--- src/rtl/fifo_ctrl_param_if.sv ---
// ---------------------------------------------------------------------------
// fifo_ctrl_param_if
//   Bundle of handshake, address and status signals between the circular
//   buffer controller and its producer/consumer/buffer-memory side.
//
//   master : producer/consumer side (drives flush, wr_valid, rd_ready)
//   slave  : controller side (drives readiness, strobes, addresses, status)
//
//   flush        synchronous clear of pointers and count
//   wr_valid     producer offers a write beat
//   wr_ready     controller accepts a write beat
//   wen          buffer write strobe
//   waddr        base address of the write beat
//   rd_ready     consumer takes a read beat
//   rd_valid     a read beat is available
//   raddr        base address of the read beat
//   count        occupancy in words
//   full/empty   count == DEPTH / count == 0
//   almost_full  count >= AF_THRESH
//   almost_empty count <= AE_THRESH
// ---------------------------------------------------------------------------
interface fifo_ctrl_param_if #(
    parameter int ADDR_W = 4,
    parameter int CNT_W  = 5
);
    logic              flush;
    logic              wr_valid;
    logic              wr_ready;
    logic              wen;
    logic [ADDR_W-1:0] waddr;
    logic              rd_ready;
    logic              rd_valid;
    logic [ADDR_W-1:0] raddr;
    logic [CNT_W-1:0]  count;
    logic              full;
    logic              empty;
    logic              almost_full;
    logic              almost_empty;

    modport master (
        output flush, wr_valid, rd_ready,
        input  wr_ready, wen, waddr, rd_valid, raddr,
               count, full, empty, almost_full, almost_empty
    );

    modport slave (
        input  flush, wr_valid, rd_ready,
        output wr_ready, wen, waddr, rd_valid, raddr,
               count, full, empty, almost_full, almost_empty
    );
endinterface

--- src/rtl/fifo_ctrl_param.sv ---
// ---------------------------------------------------------------------------
// fifo_ctrl_param
//   Pointer/occupancy controller for an external multi-word circular buffer.
//   Each write beat stores PAR_WRITE words at waddr, each read beat removes
//   PAR_READ words from raddr. A write and a read may complete in the same
//   cycle. DEPTH need not be a power of two; it must be a multiple of both
//   PAR_WRITE and PAR_READ so a beat never straddles the wrap point.
//
//   clk    : clock, all state changes on the rising edge
//   rst_n  : asynchronous active-low reset
//   bus    : fifo_ctrl_param_if.slave (handshakes, addresses, status flags)
// ---------------------------------------------------------------------------
module fifo_ctrl_param #(
    parameter int DEPTH     = 16,
    parameter int PAR_WRITE = 1,
    parameter int PAR_READ  = 1,
    parameter int AF_THRESH = DEPTH - 1,
    parameter int AE_THRESH = 1,
    parameter int ADDR_W    = $clog2(DEPTH),
    parameter int CNT_W     = $clog2(DEPTH + 1)
) (
    input  logic                  clk,
    input  logic                  rst_n,
    fifo_ctrl_param_if.slave      bus
);

    // Count-domain constants
    localparam logic [CNT_W-1:0] C_WR_LIMIT = CNT_W'(DEPTH - PAR_WRITE);
    localparam logic [CNT_W-1:0] C_PW       = CNT_W'(PAR_WRITE);
    localparam logic [CNT_W-1:0] C_PR       = CNT_W'(PAR_READ);
    localparam logic [CNT_W-1:0] C_DEPTH    = CNT_W'(DEPTH);
    localparam logic [CNT_W-1:0] C_AF       = CNT_W'(AF_THRESH);
    localparam logic [CNT_W-1:0] C_AE       = CNT_W'(AE_THRESH);

    // Pointer-domain constants, one bit wider so ptr + P cannot overflow
    localparam logic [ADDR_W:0]  P_PW       = (ADDR_W + 1)'(PAR_WRITE);
    localparam logic [ADDR_W:0]  P_PR       = (ADDR_W + 1)'(PAR_READ);
    localparam logic [ADDR_W:0]  P_DEPTH    = (ADDR_W + 1)'(DEPTH);

    logic [ADDR_W-1:0] r_wptr;
    logic [ADDR_W-1:0] r_rptr;
    logic [CNT_W-1:0]  r_count;

    logic              w_wr_ready;
    logic              w_rd_valid;
    logic              w_wr_fire;
    logic              w_rd_fire;
    logic [ADDR_W:0]   w_wptr_sum;
    logic [ADDR_W:0]   w_rptr_sum;
    logic [ADDR_W-1:0] w_wptr_next;
    logic [ADDR_W-1:0] w_rptr_next;
    logic [CNT_W-1:0]  w_count_next;

    // Readiness looks only at the registered count, never at the other
    // handshake, so there is no combinational path from rd_ready to wr_ready.
    // rst_n gates both so nothing handshakes while reset is held, even though
    // the cleared count would otherwise make wr_ready look true.
    assign w_wr_ready = rst_n && !bus.flush && (r_count <= C_WR_LIMIT);
    assign w_rd_valid = rst_n && !bus.flush && (r_count >= C_PR);

    assign w_wr_fire  = bus.wr_valid && w_wr_ready;
    assign w_rd_fire  = bus.rd_ready && w_rd_valid;

    // Modular advance: DEPTH may be non-power-of-two, so wrap explicitly
    // instead of relying on natural truncation of the pointer width.
    assign w_wptr_sum  = {1'b0, r_wptr} + P_PW;
    assign w_rptr_sum  = {1'b0, r_rptr} + P_PR;
    assign w_wptr_next = (w_wptr_sum >= P_DEPTH) ? ADDR_W'(w_wptr_sum - P_DEPTH)
                                                 : ADDR_W'(w_wptr_sum);
    assign w_rptr_next = (w_rptr_sum >= P_DEPTH) ? ADDR_W'(w_rptr_sum - P_DEPTH)
                                                 : ADDR_W'(w_rptr_sum);

    // Result always lies in 0..DEPTH, so modular CNT_W arithmetic is exact.
    assign w_count_next = r_count
                        + (w_wr_fire ? C_PW : '0)
                        - (w_rd_fire ? C_PR : '0);

    // NOTE: state registers use non-blocking assignments so every register
    // samples pre-edge values regardless of block ordering.
    always_ff @(posedge clk or negedge rst_n) begin
        if (!rst_n) begin
            r_wptr  <= '0;
            r_rptr  <= '0;
            r_count <= '0;
        end else if (bus.flush) begin
            r_wptr  <= '0;
            r_rptr  <= '0;
            r_count <= '0;
        end else begin
            if (w_wr_fire) r_wptr <= w_wptr_next;
            if (w_rd_fire) r_rptr <= w_rptr_next;
            r_count <= w_count_next;
        end
    end

    assign bus.wr_ready     = w_wr_ready;
    assign bus.rd_valid     = w_rd_valid;
    assign bus.wen          = w_wr_fire;
    assign bus.waddr        = r_wptr;
    assign bus.raddr        = r_rptr;
    assign bus.count        = r_count;

    // Flags decode from the count register only: valid the cycle after the edge
    assign bus.full         = (r_count == C_DEPTH);
    assign bus.empty        = (r_count == '0);
    assign bus.almost_full  = (r_count >= C_AF);
    assign bus.almost_empty = (r_count <= C_AE);

endmodule

--- src/flat_wrapper.sv ---
// flat-port wrapper written by rule: the top's interface ports become plain ports
module fifo_ctrl_param_flat 
#(
    parameter int DEPTH     = 16,
    parameter int PAR_WRITE = 1,
    parameter int PAR_READ  = 1,
    parameter int AF_THRESH = DEPTH - 1,
    parameter int AE_THRESH = 1,
    parameter int ADDR_W    = $clog2(DEPTH),
    parameter int CNT_W     = $clog2(DEPTH + 1)
)
  (clk, rst_n, bus_flush, bus_wr_valid, bus_rd_ready, bus_wr_ready, bus_wen, bus_waddr, bus_rd_valid, bus_raddr, bus_count, bus_full, bus_empty, bus_almost_full, bus_almost_empty);
  fifo_ctrl_param_if #(.ADDR_W(ADDR_W), .CNT_W(CNT_W)) bus_i ();
  input  logic clk;
  input  logic rst_n;
  input wire logic [$bits(bus_i.flush)-1:0] bus_flush;
  input wire logic [$bits(bus_i.wr_valid)-1:0] bus_wr_valid;
  input wire logic [$bits(bus_i.rd_ready)-1:0] bus_rd_ready;
  output wire logic [$bits(bus_i.wr_ready)-1:0] bus_wr_ready;
  output wire logic [$bits(bus_i.wen)-1:0] bus_wen;
  output wire logic [$bits(bus_i.waddr)-1:0] bus_waddr;
  output wire logic [$bits(bus_i.rd_valid)-1:0] bus_rd_valid;
  output wire logic [$bits(bus_i.raddr)-1:0] bus_raddr;
  output wire logic [$bits(bus_i.count)-1:0] bus_count;
  output wire logic [$bits(bus_i.full)-1:0] bus_full;
  output wire logic [$bits(bus_i.empty)-1:0] bus_empty;
  output wire logic [$bits(bus_i.almost_full)-1:0] bus_almost_full;
  output wire logic [$bits(bus_i.almost_empty)-1:0] bus_almost_empty;
  assign bus_i.flush = bus_flush;
  assign bus_i.wr_valid = bus_wr_valid;
  assign bus_i.rd_ready = bus_rd_ready;
  assign bus_wr_ready = bus_i.wr_ready;
  assign bus_wen = bus_i.wen;
  assign bus_waddr = bus_i.waddr;
  assign bus_rd_valid = bus_i.rd_valid;
  assign bus_raddr = bus_i.raddr;
  assign bus_count = bus_i.count;
  assign bus_full = bus_i.full;
  assign bus_empty = bus_i.empty;
  assign bus_almost_full = bus_i.almost_full;
  assign bus_almost_empty = bus_i.almost_empty;
  fifo_ctrl_param #(.DEPTH(DEPTH), .PAR_WRITE(PAR_WRITE), .PAR_READ(PAR_READ), .AF_THRESH(AF_THRESH), .AE_THRESH(AE_THRESH), .ADDR_W(ADDR_W), .CNT_W(CNT_W)) u_core (.clk(clk), .rst_n(rst_n), .bus(bus_i));
endmodule
--- config.mk ---
export PLATFORM = sky130hd
export DESIGN_NAME = fifo_ctrl_param_flat
export DESIGN_NICKNAME = d
export VERILOG_FILES = /design/src/rtl/fifo_ctrl_param_if.sv /design/src/rtl/fifo_ctrl_param.sv /design/src/flat_wrapper.sv
export SDC_FILE = /design/constraint.sdc
export NUM_CORES = 1
export LEC_CHECK = 0
export CORE_UTILIZATION = 40
export DETAILED_ROUTE_END_ITERATION = 7
export GPL_ROUTABILITY_DRIVEN = 0
export PLACE_DENSITY = 0.69
export SLEW_MARGIN = 10
export SYNTH_ARGS = -nofsm -noshare
export SYNTH_HDL_FRONTEND = slang
export SYNTH_SLANG_ARGS = --single-unit
--- constraint.sdc ---
create_clock -name clk -period 2.7 [get_ports clk]
set_input_delay 0.405 -clock clk [delete_from_list [all_inputs] [get_ports clk]]
set_output_delay 0.405 -clock clk [all_outputs]
set_load 0.01 [all_outputs]
==> metrics, run 1 <==
status finished, final reports clean; Leakage Power 0.623 nW; HPWL Detailed 1.61 mm; pwr dens 776 nW/um^2; Hold Path Class input pin to asynchronous set/reset pin; Inst Count DP 153; min Tclk post-route 2.58 ns; fin. max-slew vios 0; final worst slack 0.118 ns; vias in the first global route 819; Max FO, Critical Path 3; Pint 0.638 mW; routed length per instance 12.8 um; Die H 49.4 um; Final Non-Filler Cells 161; CTS Buf Count 3; DR DRC count 0; ANT nets after route 0; cell row count 16; clock tree from TritonCTS done; Clock Tree Buf Depth 2; syn_nets 111; top cells by area, synth dfrtp_1, ha_1, xnor2_1, nor2_1, inv_1; Worst EP arrival 2.76 ns; Skew-Pair Late Insertion Delay 0.28 ns; Critical Path RT 2.88 ns; worst-margin pin slew 0.224 ns; overall power 1.04 mW; count of boundary I/O pins 25; Maximum Capacitance Violations 0; root buf cell clkbuf_4; Tcrit/Tclk final 0.956; DR vias 774; final core occ 0.654; crit start category register; fraction of layout instances using a drive strength above 1 0.231; overall routing resource usage 0.197; final instance area 1340 um^2; Num Clock Sinks 13; Critical Path End Type register; largest area contributor in the netlist dfrtp_1; most common cell after layout, fill and taps aside clkdlybuf4s50_1; Antenna Cells 0; Die Area 2440 um^2; clock share of power 0.117; switching share of power 0.385; router iterations before antenna repair 3; pin count of the biggest net entering global routing 16; first-pass GRT wire length 3.64 mm; Post-Syn Area 898 um^2; Avg Cell Area, Syn 9.76 um^2; Port Buffers 24; DP Area 1240 um^2; pre-CTS setup slack -0.234 ns; global route overflow 0; Starting Density 0.440; Psw 0.399 mW; Clock Skew 0.00282 ns; DRT iter0 DRCs 11; slew margin rel. 0.850; antenna violations before repair 0; flops & latches, synth 13; instance count of the mapped netlist 92; worst hold slack 0.101 ns; core area 2040 um^2; # H-tree levels 1; VDD IR max 0.565 mV; R2R Path Start u_core.bus.count[3]; final WL 2.07 mm; most frequent cells in the layout clkdlybuf4s50_1, buf_4, nor2_1, dfrtp_1, ha_1; Logic pwr share 0.633; final hold violation count 0; post-synthesis sequential area ratio 0.362; area grow syn2layout 48.7%; # setup viols final 0; Synth cell types 28; Worst-path clk slew 0.08 ns; Die W 49.4 um; kind of critical path register to register; Synth Warn # 0; vias per cell 4.81; Sum Neg Setup Slack 0 ns; CP startpoint u_core.bus.count[3]; Synth top area share 0.362; Fmax 387 MHz; layout net count 154; sequential power share 0.250
==> power groups by stage <==
stage / Sequential (mW) / Clock [mW] / Combinational, mW
floorplan: 0.278 / 0 / 0.335
global placement: 0.263 / 0 / 0.590
detailed placement: 0.265 / 0 / 0.603
CTS: 0.261 / 0.126 / 0.606
global route: 0.263 / 0.139 / 0.717
finish: 0.259 / 0.122 / 0.656
==> synth_stat cells (all sizes together) <==
library cell	n
nand2b	1
or2	1
nand3	3
and2	1
o211ai	1
nand2	2
nand3b	1
inv	10
or3	1
xor2	2
mux2i	1
a21oi	5
and3b	2
o21ai	4
xnor2	6
buf	2
nor2	13
a41o	1
nor3	4
o21bai	2
ha	13
fa	1
nor3b	1
dfrtp	13
nor2b	1
==> registers in the layout, summed over array words and instances, names as in the netlist <==
name / count
u_core.bus.count: 5
u_core.bus.raddr: 4
u_core.bus.waddr: 4
==> layout make-up <==
cell class                      count  area (um^2)
Fill cell                         170          706
Multi-Input combinational cell     67          542
Timing Repair Buffer               40          370
Sequential cell                    13          327
Inverter                           10         37.5
Tap cell                           27         33.8
Clock buffer                        4         26.3
==> metal layers <==
layer,vias to the layer above,part of all wire,global-route usage
met3,4,0.052,0.0436
li1,386,-,-
met2,18,0.48,0.331
met1,366,0.46,0.252
met4,0,0.012,0.0571
met5,-,0,0
==> timing repair <==
action                     CTS  global route
hold buffers                 0             0
setup endpoints to repair    0             1
buffers inserted             0             4
resized for setup            0            10
==> critical path, cell delays in order, from the launching register on <==
cell      delay (ns)
dfrtp_1         0.39
buf_4           0.13
inv_1           0.06
ha_1            0.20
and3b_1         0.21
nor2_2          0.16
ha_4            0.22
inv_1           0.05
ha_2            0.17
inv_1           0.07
fa_2            0.39
o21bai_1        0.16
a21oi_2         0.08
xnor2_1         0.14
nor2_1          0.05
==> worst paths after layout <==
kind	cells past startpoint	slack [ns]	to
setup / recovery	14	0.12	u_core.bus.count[4]
hold / removal	2	0.10	u_core.bus.waddr[3]
setup reg to reg	14	0.12	u_core.bus.count[4]
hold reg to reg	2	0.55	u_core.bus.waddr[3]
max in group asynchronous	2	2.45	u_core.bus.count[2]
min in group clk	2	0.55	u_core.bus.waddr[3]
==> cells by family after synthesis <==
family,synth area share
AO/OA/AOI/OAI,0.0919
adder cells (fa/ha/maj),0.203
XOR/XNOR,0.0780
multiplexers,0.0111
AND/OR/NAND/NOR,0.187
buffers and inverters,0.0669
flip-flops,0.362
Power figures use the tool's default switching activity.
==> run 2, diff against run 1 <==
- GPL_TIMING_DRIVEN: default -> 0
- REMOVE_ABC_BUFFERS: default -> 1
==> run 2 against run 1 <==
Clock power hardly changed. Non-clock buffer count shrank 2. Combinational power rose by 6.7%. Global-route usage shrank 0.99 points. Final area rose by 0.84%. Critical endpoint unchanged. Largest power group unchanged.
==> metrics, run 2 (synthesized netlist as in run 1, its figures left out) <==
min Tclk post-route 2.60 ns; Tcrit/Tclk final 0.961; Maximum Capacitance Violations 0; Critical Path Max Stage Delay 0.42 ns; CP startpoint u_core.bus.count[4]; Psw 0.429 mW; Max FO, Critical Path 4; slew margin rel. 0.602; root buf cell clkbuf_4; switching share of power 0.390; Worst-path clk slew 0.08 ns; DR DRC count 0; Die W 49.4 um; area grow syn2layout 50.0%; final hold violation count 0; pin count of the biggest net entering global routing 17; Inst Count DP 141; Port Buffers 24; clock share of power 0.113; Worst EP arrival 2.74 ns; fin. max-slew vios 0; Worst path slowest cell dfrtp_1; Pint 0.671 mW; Die Area 2440 um^2; Register-to-Register Path Depth 13; Leakage Power 0.599 nW; Logic pwr share 0.637; Hold Path Class input pin to asynchronous set/reset pin; HPWL Detailed 1.43 mm; Die H 49.4 um; layout net count 152; clock tree from TritonCTS done; # setup viols final 0; Levels on crit path 13; fraction of layout instances using a drive strength above 1 0.280; first-pass GRT wire length 3.33 mm; cell row count 16; Clock Skew 0.00555 ns; crit start category register; ANT nets after route 0; count of boundary I/O pins 25; DRT iter0 DRCs 9; routed length per instance 14.5 um; vias in the first global route 713; Critical Path RT 2.85 ns; R2R Setup Slk 0.10 ns; Clock Tree Buf Depth 2; most common cell after layout, fill and taps aside clkdlybuf4s50_1; FF/Latch Area 329 um^2; core area 2040 um^2; kind of critical path register to register; vias per cell 5.01; Buf+Inv Stages, Crit Path 3; worst-margin pin slew 0.597 ns; Cell Chain, Critical Path buf_6, and3b_2, o21ai_4, or2_4, ha_4, inv_1, ha_2, inv_1, fa_2, o21bai_1, a21oi_1, xnor2_1, nor2_1; DP Area 1150 um^2; Num Clock Sinks 13; final core occ 0.660; final WL 2.31 mm; global route overflow 0; Largest Register u_core.bus.count; Worst setup endpoint u_core.bus.count[4]; Critical Path End Type register; Worst R2R End u_core.bus.count[4]; max FFs per register 5; Skew-Pair Late Insertion Delay 0.29 ns; VDD IR max 0.535 mV; most frequent cells in the layout clkdlybuf4s50_1, buf_4, nor2_1; Fillers 175; Crit path max-delay family adder cells; sequential power share 0.250; antenna violations before repair 0; # H-tree levels 1; CTS Buf Count 3; pwr dens 816 nW/um^2; final instance area 1350 um^2; overall routing resource usage 0.187; Starting Density 0.440; Final Non-Filler Cells 159; most used cell along the critical path inv_1; area of the multi-input gates 578 um^2; Antenna Cells 0; R2R Path Start u_core.bus.count[4]; DR vias 797; Fmax 385 MHz; status finished, final reports clean; router iterations before antenna repair 4
[run 2: area by class of cell]
| type | instances | share of cell area |
|---|---|---|
| inverter | 10 | 0.0279 |
| multi-input combinational | 67 | 0.429 |
| tap | 27 | 0.0251 |
| sequential | 13 | 0.244 |
| timing repair buffer | 38 | 0.254 |
| clock buffer | 4 | 0.0195 |
[run 2: worst min-delay path by stage]
stage,cells past startpoint,slack (ns),end,from
after floorplan,0,0.11,u_core.bus.count[0],rst_n
after global placement,2,0.53,u_core.bus.raddr[3],u_core.bus.raddr[3]
after detailed placement,2,0.54,u_core.bus.raddr[3],u_core.bus.raddr[3]
after CTS,1,0.02,u_core.bus.waddr[3],rst_n
after global routing,1,0.04,u_core.bus.raddr[3],rst_n
final,1,0.01,u_core.bus.waddr[3],rst_n
[run 2: layer usage]
metal | vias up | share of wire | GRT usage
met3 | 7 | 0.042 | 0.0218
met4 | 0 | 0.029 | 0.129
met1 | 375 | 0.41 | 0.224
met5 | - | 0 | 0
li1 | 385 | - | -
met2 | 30 | 0.52 | 0.311
[run 2: stage by stage]
| step | setup TNS (ns) | hold slack, ns | worst slack (ns) | power, mW |
|---|---|---|---|---|
| after global routing | -0.0200 | 0.0418 | -0.0200 | 1.19 |
| after floorplan | 0 | 0.109 | 0.0606 | 0.583 |
| after detailed placement | -3.30 | 0.541 | -0.917 | 0.806 |
| after global placement | -3.17 | 0.526 | -0.899 | 0.792 |
| final | 0 | 0.0132 | 0.104 | 1.10 |
| after CTS | 0 | 0.0161 | 0.0162 | 0.963 |
[run 2: power by group through the flow]
stage | Sequential (mW) | Clock, mW | Combinational [mW]
2_1_floorplan | 0.278 | 0 | 0.305
3_3_place_gp | 0.274 | 0 | 0.518
3_5_place_dp | 0.276 | 0 | 0.530
4_1_cts | 0.264 | 0.129 | 0.570
5_1_grt | 0.280 | 0.135 | 0.771
6_report | 0.275 | 0.124 | 0.700
[run 2: timing repair]
item,in CTS,in global routing
hold buffers,0,0
buffers inserted,3,11
resized for setup,11,15
pin swaps,0,7
endpoints found under the setup margin,5,1
==> run 3, diff against run 2 <==
- PLACE_DENSITY: 0.69 -> default
- PLACE_DENSITY_LB_ADDON: default -> 0.08
==> run 3 against run 2 <==
First-iteration DRC count grew 11%. Cell count shrank 1.9%. Via count shrank 6.3%. Largest cell class unchanged.
==> metrics, run 3 (synthesized netlist as in run 1, its figures left out) <==
Final Non-Filler Cells 156; first-pass GRT wire length 2.99 mm; Cell Chain, Critical Path clkdlybuf4s50_1, and3b_2, o21ai_4, or2_4, ha_4, inv_1, ha_2, inv_2, fa_2, o21bai_1, a21oi_2, xnor2_1, nor2_1; Critical Path End Type register; Max FO, Critical Path 4; root buf cell clkbuf_4; Worst path slowest cell clkdlybuf4s50_1; Inst Count DP 141; R2R Path Start u_core.bus.count[4]; Num Clock Sinks 13; cts hold-fix bufs 0; overall routing resource usage 0.163; final instance area 1330 um^2; ANT nets after route 0; routed length per instance 12.0 um; fin. max-slew vios 0; max FFs per register 5; vias in the first global route 706; Leakage Power 0.585 nW; count of boundary I/O pins 25; most frequent cells in the layout clkdlybuf4s50_1, nor2_1, dfrtp_1; final WL 1.87 mm; Critical Path RT 2.84 ns; fraction of layout instances using a drive strength above 1 0.271; cell row count 16; VDD IR max 0.672 mV; Die H 49.4 um; # H-tree levels 1; Clock Tree Buf Depth 2; Die Area 2440 um^2; DR DRC count 0; R2R Setup Slk 0.08 ns; Tcrit/Tclk final 0.975; Starting Density 0.440; Fmax 380 MHz; Worst EP arrival 2.77 ns; antenna violations before repair 0; final hold violation count 0; status finished, final reports clean; Port Buffers 24; layout net count 149; DRT iter0 DRCs 10; router iterations before antenna repair 4; CTS Buf Count 3; global route overflow 0; DP Area 1150 um^2; # setup viols final 0; kind of critical path input pin to register; Worst R2R End u_core.bus.count[4]; HPWL Detailed 1.29 mm; Largest Register u_core.bus.count; core area 2040 um^2; most common cell after layout, fill and taps aside clkdlybuf4s50_1; Maximum Capacitance Violations 0; Critical Path Max Stage Delay 0.46 ns; clock tree from TritonCTS done; final core occ 0.650; pin count of the biggest net entering global routing 17; vias per cell 4.79; slew margin rel. 0.645; CP startpoint bus_wr_valid; area grow syn2layout 47.8%; DR vias 747; Antenna Cells 0; Register-to-Register Path Depth 13; Clock Skew 0.00239 ns; Skew-Pair Late Insertion Delay 0.27 ns; worst-margin pin slew 0.532 ns; Hold Path Class input pin to asynchronous set/reset pin; pwr dens 770 nW/um^2; overall power 1.02 mW; Worst-path clk slew 0.08 ns; min Tclk post-route 2.63 ns; Die W 49.4 um; crit start category input pin
==> run 3: cell types whose count changed in the layout (fill, tap and decap cells not counted), sizes merged <==
cell,delta
buf,-3
==> run 3: what timing repair did <==
item / in CTS / in global routing
gates resized for setup: 12 / 15
pin swaps: 0 / 6
buffers inserted: 3 / 8
endpoints found under the setup margin: 6 / 1
==> run 3: how the worst max path moves through the flow <==
| stage | to | slack (ns) |
|---|---|---|
| 5_1_grt | u_core.bus.count[4] | -0.01 |
| 2_1_floorplan | u_core.bus.count[4] | 0.06 |
| 3_5_place_dp | u_core.bus.count[4] | -0.94 |
| 3_3_place_gp | u_core.bus.count[4] | -0.91 |
| 6_report | u_core.bus.count[4] | 0.07 |
| 4_1_cts | u_core.bus.count[4] | 0.01 |
==> run 3: critical path: cells and delay by family <==
family / cells / cell delay [ns]
simple gates: 3 / 0.54
compound gates: 3 / 0.32
fa+ha+maj: 3 / 0.80
buf+inv: 3 / 0.55
xor+xnor: 1 / 0.17
==> run 3: report_power, final <==
part | total, mW | leakage, nW | internal, mW | switching, mW
logic | 0.633 | 0.396 | 0.346 | 0.287
registers | 0.269 | 0.175 | 0.227 | 0.0423
clock network | 0.120 | 0.0150 | 0.0572 | 0.0624
==> run 3: layer usage <==
layer  track usage  routed length (um)  up-vias
met2         0.267                 946       16
met3        0.0592                  75        0
li1              -                   -      380
met5             0                   0        -
met4        0.0286                   0        0
met1         0.207                 851      351
==> run 3: cell type report <==
| class | count | area, um^2 |
|---|---|---|
| clock buffer | 4 | 26.3 |
| fill | 179 | 714 |
| inverter | 10 | 37.5 |
| multi-input combinational | 67 | 582 |
| sequential | 13 | 328 |
| tap | 27 | 33.8 |
| timing repair buffer | 35 | 320 |
==> run 3: through the flow <==
stage,worst slack [ns],hold slack (ns),setup TNS [ns]
global route,-0.0128,0.0307,-0.0128
global placement,-0.912,0.528,-3.17
floorplan,0.0606,0.109,0
CTS,0.0141,0.0221,0
finish,0.0685,0.0208,0
detailed placement,-0.939,0.537,-3.23
